## src/rtl/counter_sequencer.sv

```systemverilog
// Run controller for an external up/down counter: button edges and mode become prescaled step pulses, one step per tick.
// All outputs are registered (a tick shows one cycle later); define SEQ_AUTO_RELOAD_EN to make up/down runs reload at the limit.
module counter_sequencer #(
    parameter int WIDTH    = 8,
    parameter int PRESCALE = 4
) (
    input  logic             clk,
    input  logic             reset,
    input  logic             start_btn,
    input  logic             stop_btn,
    input  logic [1:0]       mode,
    input  logic [WIDTH-1:0] low_limit,
    input  logic [WIDTH-1:0] high_limit,
    input  logic [WIDTH-1:0] count,
    output logic             step,
    output logic             up_down,
    output logic             cnt_reset,
    output logic             busy,
    output logic             done,
    output logic [1:0]       state
);
    localparam int            PW         = $clog2(PRESCALE);
    localparam logic [PW-1:0] PRESC_LAST = PW'(PRESCALE - 1);

    localparam logic [1:0] MODE_UP   = 2'b00;
    localparam logic [1:0] MODE_DOWN = 2'b01;
    localparam logic [1:0] MODE_PING = 2'b10;
    localparam logic [1:0] MODE_HOLD = 2'b11;

    typedef enum logic [1:0] {
        IDLE  = 2'b00,
        RUN   = 2'b01,
        PAUSE = 2'b10,
        DONE  = 2'b11
    } state_t;

    state_t        state_q, state_d;
    logic          start_prev_q, stop_prev_q;
    logic [1:0]    mode_q, mode_d;
    logic [PW-1:0] presc_q, presc_d;
    logic          dir_q, dir_d;
    logic          step_q, step_d;
    logic          up_down_q, up_down_d;
    logic          cnt_reset_q, cnt_reset_d;
    logic          done_q, done_d;

    logic start_edge, stop_edge, start_ev, tick;
    logic limit_hit, finish_run, ping_dir;

    always_comb begin
        start_edge = start_btn & ~start_prev_q;
        stop_edge  = stop_btn & ~stop_prev_q;
        start_ev   = start_edge & ~stop_edge;
        tick       = (state_q == RUN) && !stop_edge && (presc_q == PRESC_LAST);

        limit_hit = 1'b0;
        case (mode_q)
            MODE_UP:   limit_hit = (count == high_limit);
            MODE_DOWN: limit_hit = (count == low_limit);
            MODE_PING: limit_hit = (low_limit == high_limit);
            default:   limit_hit = 1'b0;
        endcase

        // Inequalities let a count outside the window still turn around.
        ping_dir = dir_q;
        if (count >= high_limit)
            ping_dir = 1'b0;
        else if (count <= low_limit)
            ping_dir = 1'b1;

`ifdef SEQ_AUTO_RELOAD_EN
        finish_run = limit_hit && (mode_q == MODE_PING);
`else
        finish_run = limit_hit;
`endif
    end

    always_ff @(posedge clk or posedge reset) begin
        if (reset)
            state_q <= IDLE;
        else
            state_q <= state_d;
    end

    always_comb begin
        state_d = state_q;
        case (state_q)
            IDLE:  if (start_ev) state_d = RUN;
            RUN: begin
                if (stop_edge)
                    state_d = PAUSE;
                else if (tick && finish_run)
                    state_d = DONE;
            end
            PAUSE: begin
                if (stop_edge)
                    state_d = IDLE;
                else if (start_ev)
                    state_d = RUN;
            end
            default: state_d = IDLE;
        endcase
    end

    always_comb begin
        mode_d      = mode_q;
        presc_d     = presc_q;
        dir_d       = dir_q;
        up_down_d   = up_down_q;
        step_d      = 1'b0;
        cnt_reset_d = 1'b0;
        done_d      = 1'b0;
        case (state_q)
            IDLE: begin
                if (start_ev) begin
                    mode_d      = mode;
                    presc_d     = '0;
                    cnt_reset_d = 1'b1;
                    dir_d       = (mode == MODE_UP) || (mode == MODE_PING);
                    up_down_d   = dir_d;
                end
            end
            RUN: begin
                if (!stop_edge) begin
                    presc_d = tick ? '0 : presc_q + 1'b1;
                    if (tick) begin
                        if (limit_hit) begin
                            done_d      = 1'b1;
                            // Only an auto-reloading run keeps going from the init value.
                            cnt_reset_d = !finish_run;
                        end else if (mode_q != MODE_HOLD) begin
                            step_d = 1'b1;
                            if (mode_q == MODE_PING) begin
                                dir_d     = ping_dir;
                                up_down_d = ping_dir;
                            end else begin
                                up_down_d = (mode_q == MODE_UP);
                            end
                        end
                    end
                end
            end
            default: ;
        endcase
    end

    always_ff @(posedge clk or posedge reset) begin
        if (reset) begin
            start_prev_q <= 1'b0;
            stop_prev_q  <= 1'b0;
            mode_q       <= MODE_UP;
            presc_q      <= '0;
            dir_q        <= 1'b0;
            step_q       <= 1'b0;
            up_down_q    <= 1'b0;
            cnt_reset_q  <= 1'b0;
            done_q       <= 1'b0;
        end else begin
            start_prev_q <= start_btn;
            stop_prev_q  <= stop_btn;
            mode_q       <= mode_d;
            presc_q      <= presc_d;
            dir_q        <= dir_d;
            step_q       <= step_d;
            up_down_q    <= up_down_d;
            cnt_reset_q  <= cnt_reset_d;
            done_q       <= done_d;
        end
    end

    assign step      = step_q;
    assign up_down   = up_down_q;
    assign cnt_reset = cnt_reset_q;
    assign done      = done_q;
    assign busy      = (state_q == RUN) || (state_q == PAUSE);
    assign state     = state_q;

endmodule

```

## config.mk

```make
export PLATFORM = sky130hd
export DESIGN_NAME = counter_sequencer
export DESIGN_NICKNAME = d
export VERILOG_FILES = /design/src/rtl/counter_sequencer.sv
export SDC_FILE = /design/constraint.sdc
export NUM_CORES = 1
export LEC_CHECK = 0
export CELL_PAD_IN_SITES_DETAIL_PLACEMENT = 0
export CELL_PAD_IN_SITES_GLOBAL_PLACEMENT = 2
export CORE_ASPECT_RATIO = 0.6
export CORE_MARGIN = 10
export CORE_UTILIZATION = 30
export DETAILED_ROUTE_END_ITERATION = 8
export HOLD_SLACK_MARGIN = 0.03
export PLACE_DENSITY = 0.95
export SLEW_MARGIN = 30
export SYNTH_ARGS = -nofsm -noshare
export SYNTH_HDL_FRONTEND = slang
export SYNTH_SLANG_ARGS = --single-unit
```

## constraint.sdc

```tcl
create_clock -name clk -period 4.44 [get_ports clk]
set_input_delay 0.666 -clock clk [delete_from_list [all_inputs] [get_ports clk]]
set_output_delay 0.666 -clock clk [all_outputs]
set_load 0.01 [all_outputs]
```

Word-level counts from Yosys, hierarchy flattened
Index checks and enable logic that the tools add are counted.
{"block": "op_classes", "addsub": 1, "order_cmp": 2, "eq_ne": 17, "mux": 39, "bitwise_logic": 6, "n_reduce_logical": 15}
{"op": "2-to-1 mux 1 bit", "count": 26}
{"op": "equality test 8 bit", "count": 3}
{"op": "2-to-1 mux 2 bit", "count": 7}
{"op": "inequality test 2 bit (second input constant)", "count": 7}
{"op": "equality test 2 bit (second input constant)", "count": 4}
{"op": "greater-or-equal comparator 8 bit", "count": 1}
{"op": "<= comparator 8 bit", "count": 1}
{"op": "AND reduction 7 bit", "count": 1}
{"op": "logical NOT 2 bit", "count": 3}
{"op": "one-hot mux 1 bit (2 select lines)", "count": 3}
{"op": "one-hot mux 2 bit (3 select lines)", "count": 1}
{"op": "AND reduction 6 bit", "count": 1}
{"op": "equality test 2 x 1 -> 1 bit (second input constant)", "count": 2}
{"op": "one-hot mux 2 bit (2 select lines)", "count": 1}
{"op": "AND 1 bit", "count": 3}
{"op": "logical AND 1 bit", "count": 3}
{"op": "inequality test 3 bit (second input constant)", "count": 1}
{"op": "NOT 1 bit", "count": 3}
{"op": "one-hot mux 1 bit (3 select lines)", "count": 1}
{"op": "AND reduction 3 bit", "count": 1}
{"op": "adder 2 x 1 -> 2 bit (second input constant)", "count": 1}
{"op": "logical NOT 1 bit", "count": 2}
{"op": "logical OR 1 bit", "count": 2}
{"op": "AND reduction 2 bit", "count": 1}
{"op": "nonzero test 2 bit", "count": 1}
{"block": "totals", "ff_bits": 13, "input_bits": 30, "wordCells": 90}

Longest topological paths before layout
{"block": "depth", "depth_word": 9, "depth_mapped": 8, "depth_no_buf": 7}

Least setup slack after synthesis
No wires, ideal clock.
{"block": "synth_path", "path_type": "input to register", "startpoint": "input port low_limit[5]", "endpoint": "register up_down_q, in the netlist up_down", "setup_ps": 82, "t_arrival_ps": 2029, "slack_ps": 2329, "cell_stages": 7, "cell_sequence": "inv_1 -> ha_1 -> a21o_1 -> a21o_1 -> a2111oi_1 -> o211ai_1 -> a31oi_1"}
{"block": "synth_between", "elab_chain_cells": 9, "word_cells_on_any_way": 14, "classes_between": "order compare (1); eq/ne (3); mux (9); reduce/logical (1)"}
{"item": "from (decl)", "line_no": "12", "rtl": "input logic [WIDTH-1:0] low_limit,"}
{"item": "<= comparator 8 bit", "line_no": "68", "rtl": "else if (count <= low_limit)"}
{"item": "2-to-1 mux 1 bit", "line_no": "68"}
{"item": "2-to-1 mux 1 bit", "line_no": "66", "rtl": "if (count >= high_limit)"}
{"item": "2-to-1 mux 1 bit", "line_no": "133", "rtl": "if (mode_q == MODE_PING) begin"}
{"item": "2-to-1 mux 1 bit", "line_no": "131", "rtl": "end else if (mode_q != MODE_HOLD) begin"}
{"item": "2-to-1 mux 1 bit", "line_no": "127", "rtl": "if (limit_hit) begin"}
{"item": "2-to-1 mux 1 bit", "line_no": "126", "rtl": "if (tick) begin"}
{"item": "2-to-1 mux 1 bit", "line_no": "124", "rtl": "if (!stop_edge) begin"}
{"item": "one-hot mux 1 bit (2 select lines)", "line_no": "113", "rtl": "case (state_q)"}
{"item": "to (signal assigned)", "line_no": "165", "rtl": "up_down_q <= up_down_d;"}
{"item": "to (decl)", "line_no": "43", "rtl": "logic up_down_q, up_down_d;"}
Several ways; a longest one is shown, not always the timed one. The select of a mux whose other input is x is not followed.
A chain may end at the register's enable or synchronous reset.

Worst setup path in the final report
{"block": "layout_path", "startpoint": "input port low_limit[5]", "endpoint": "register state_q[0], in the netlist state[0]"}
{"block": "layout_between", "elab_chain_cells": 4, "word_cells_on_any_way": 5, "classes_between": "eq/ne (3); mux (1); reduce/logical (1)"}
{"item": "equality test 8 bit, on equally long branches", "line_no": "60, 59"}
{"item": "one-hot mux 1 bit (3 select lines) *", "line_no": "57", "rtl": "case (mode_q)"}
{"item": "logical AND 1 bit *", "line_no": "92", "rtl": "else if (tick && finish_run)"}
{"item": "inequality test 3 bit (no line) *"}
{"item": "to (signal assigned)", "line_no": "82", "rtl": "state_q <= state_d;"}
{"item": "to (decl)", "line_no": "37", "rtl": "state_t state_q, state_d;"}
Every way passes the cells marked *; elsewhere a longest branch is shown, timed or not.

==> reports/metrics.yaml <==
outcome: "finished clean"
synth_top_flop_cell: "dfrtp_1"
use_met3: 0.0300
crit_path_top_delay_cell: "a311oi_1"
hold_viol: 0
drive_above_1_share: 0.0606
dieHeight_um: 72.1
nets: 250
regToRegStartpoint: "state[0]$_DFFE_PP0P_"
syn_area_um2: 1360
peakVddDrop_uv: 182
slew_headroom: 0.508
cellPowerDensity_nw_per_um2: 390
dpl_cell_area_um2: 1770
hold_buffers: 0
drt_iter0_drc: 107
drc: 0
synth_nets: 212
hp-start: "presc_q[1]$_DFFE_PP0P_"
whs_path_depth: 2
grt_max_degree: 14
worstRegToRegCells: 7
area.growth.synth_to_final_pct: 33.6
cp_cell_sequence: "clkdlybuf4s50_1, inv_1, ha_1, nand4_1, nor4_1, a311oi_1, or3_1, nand3_1"
track_usage: 0.0909
cts_sinks: 13
top_usage_layer: "met1"
rows: 18
core_um2: 4230
ys_types: 42
whs_endpoint: "presc_q[1]$_DFFE_PP0P_"
grt_pass1_vias: 1191
endpoint_kind: "flop"
min_path_type: "reg2reg"
startpoint_type: "primary input"
gp_congestion: 0.833
final-max-slew-violation-count: 0
rsz0062_at_grt: "false"
diodes: 0
setup_viol: 0
drt_pre_antenna_iters: 6
final_cell_mix: "clkdlybuf4s50_1, inv_1, ha_1"
drt-total-wl_um: 3540
cts_setup_buffers: 0
fin_crit_ns: 2.52
routedWlPerCell_um: 13.7
cts_buffers: 3
avgSynthCellArea_um2: 8.44
async_flop_share: 1.00
clkTransAtPathRegs_ns: 0.06
htreeDepth: 1
vias: 1223
worstPathRequired_ns: 4.57
clk_latency_ns: 0.25
portBuffers: 36
synth_edf_count: 0
worst_path_dominant_cell_family: "compound AO/OA/AOI/OAI gates"
cts-root-buf: "clkbuf_8"
antenna_found_initial: 0
chipWidth_um: 107
start_util: 0.321
critPathBufInv: 2
design.die.area_um2: 7710
r2r-end: "up_down$_DFFE_PP0P_"
critical_path_arrival_ns: 2.65
crit_path_max_incr_delay_ns: 0.60
fin_setup_tns_ns: 0
reg2reg_slack_ns: 2.28
finClkSkew_ns: 0.00445
final_area_um2: 1820
met2_usage: 0.116
fmax_mhz: 397
worstMarginPinSlew_ns: 0.737
yosysSeqAreaShare: 0.239
viasPerCell: 4.74
syn_inst: 161
mostFrequentLayoutCell: "clkdlybuf4s50_1"
grt_overflow_total: 0
cellLeakagePower_nw: 0.825
ios: 37
max-clock-path-buffers: 2
post-dp-hpwl_um: 3050
grt_pass1_wl_um: 5790
crit_type: "in2reg"
crit_fanout: 5
final_antenna_net_count: 0
yosys_register_bits: 13
cts_resized: 0
cts_tree: "done"
ys_warn_count: 0
grt.met1_usage: 0.142
post-route-period-util: 0.567
drv_cap: 0
==> power breakdown <==
| group | internal [mW] | switching [mW] | total [mW] |
|---|---|---|---|
| Clock | 0.0635 | 0.0447 | 0.108 |
| Sequential | 0.154 | 0.0361 | 0.190 |
| Combinational | 0.194 | 0.216 | 0.410 |
==> worst max-delay path by stage <==
stage	start	end	slack, ns	cells after the start
after global routing	low_limit[5]	up_down$_DFFE_PP0P_	1.79	8
after detailed placement	low_limit[5]	up_down$_DFFE_PP0P_	1.66	8
after global placement	low_limit[5]	up_down$_DFFE_PP0P_	1.71	8
after CTS	low_limit[5]	up_down$_DFFE_PP0P_	1.90	8
after floorplan	low_limit[5]	up_down$_DFFE_PP0P_	2.33	7
final	low_limit[5]	state[0]$_DFFE_PP0P_	1.92	8
==> worst min-delay path, delay by kind of cell, from the launching register on <==
family             cells  cell delay, ns
and+or+nand+nor        1            0.06
DFF                    1            0.39
AOI/OAI and AO/OA      1            0.06
==> Yosys cell counts, types with 2 or more instances <==
library cell / number / share of area
a21oi_1: 6 / 0.022
nor3_1: 5 / 0.018
a22oi_1: 2 / 0.011
ha_1: 21 / 0.19
nand2_1: 9 / 0.025
or3_1: 2 / 0.0092
nor2_1: 10 / 0.028
nor2b_1: 3 / 0.014
dfrtp_1: 13 / 0.24
xor2_1: 8 / 0.052
a31oi_1: 2 / 0.0092
o21a_1: 2 / 0.011
nor4_1: 2 / 0.0092
o21ai_0: 9 / 0.033
a211oi_1: 3 / 0.017
nand4_1: 2 / 0.0092
nand3_1: 4 / 0.015
inv_1: 26 / 0.072
o211ai_1: 3 / 0.017
a21o_1: 2 / 0.011
nand2b_1: 5 / 0.023
o31ai_1: 2 / 0.011
==> stage by stage <==
step / total power [mW] / worst slack [ns] / cells / utilization / hold WS (ns)
final: 0.708 / 1.92 / 258 / 0.429 / 0.553
after global routing: 0.769 / 1.79 / 258 / 0.429 / 0.605
after CTS: 0.711 / 1.90 / 258 / 0.429 / 0.554
after detailed placement: 0.601 / 1.66 / 254 / 0.418 / 0.541
after global placement: 0.602 / 1.71 / 254 / 0.418 / 0.534
after floorplan: 0.474 / 2.33 / 161 / - / 0.501
==> per-layer routing <==
metal | part of all wire | vias to the layer above
met5 | 0 | -
met4 | 0 | 0
met3 | 0.062 | 0
met2 | 0.35 | 34
met1 | 0.58 | 544
li1 | - | 645
==> cell type report <==
cell class	instances	area [µm²]
repair buffers	36	360
fillers	434	2420
multi-input cells	119	912
flip-flops and latches	13	325
clock buffers	4	45.0
inverters	26	97.6
well taps	60	75.1
==> cell families (layout without fill, tap and decap cells) <==
logic type,after synthesis,in the layout,share of synthesized area
flops,13,13,0.239
fa+ha+maj,21,21,0.193
xor+xnor,8,8,0.0516
buf+inv,29,66,0.0893
simple gates,50,50,0.209
mux,1,1,0.00829
compound gates,39,39,0.209
Power figures use the tool's default switching activity.
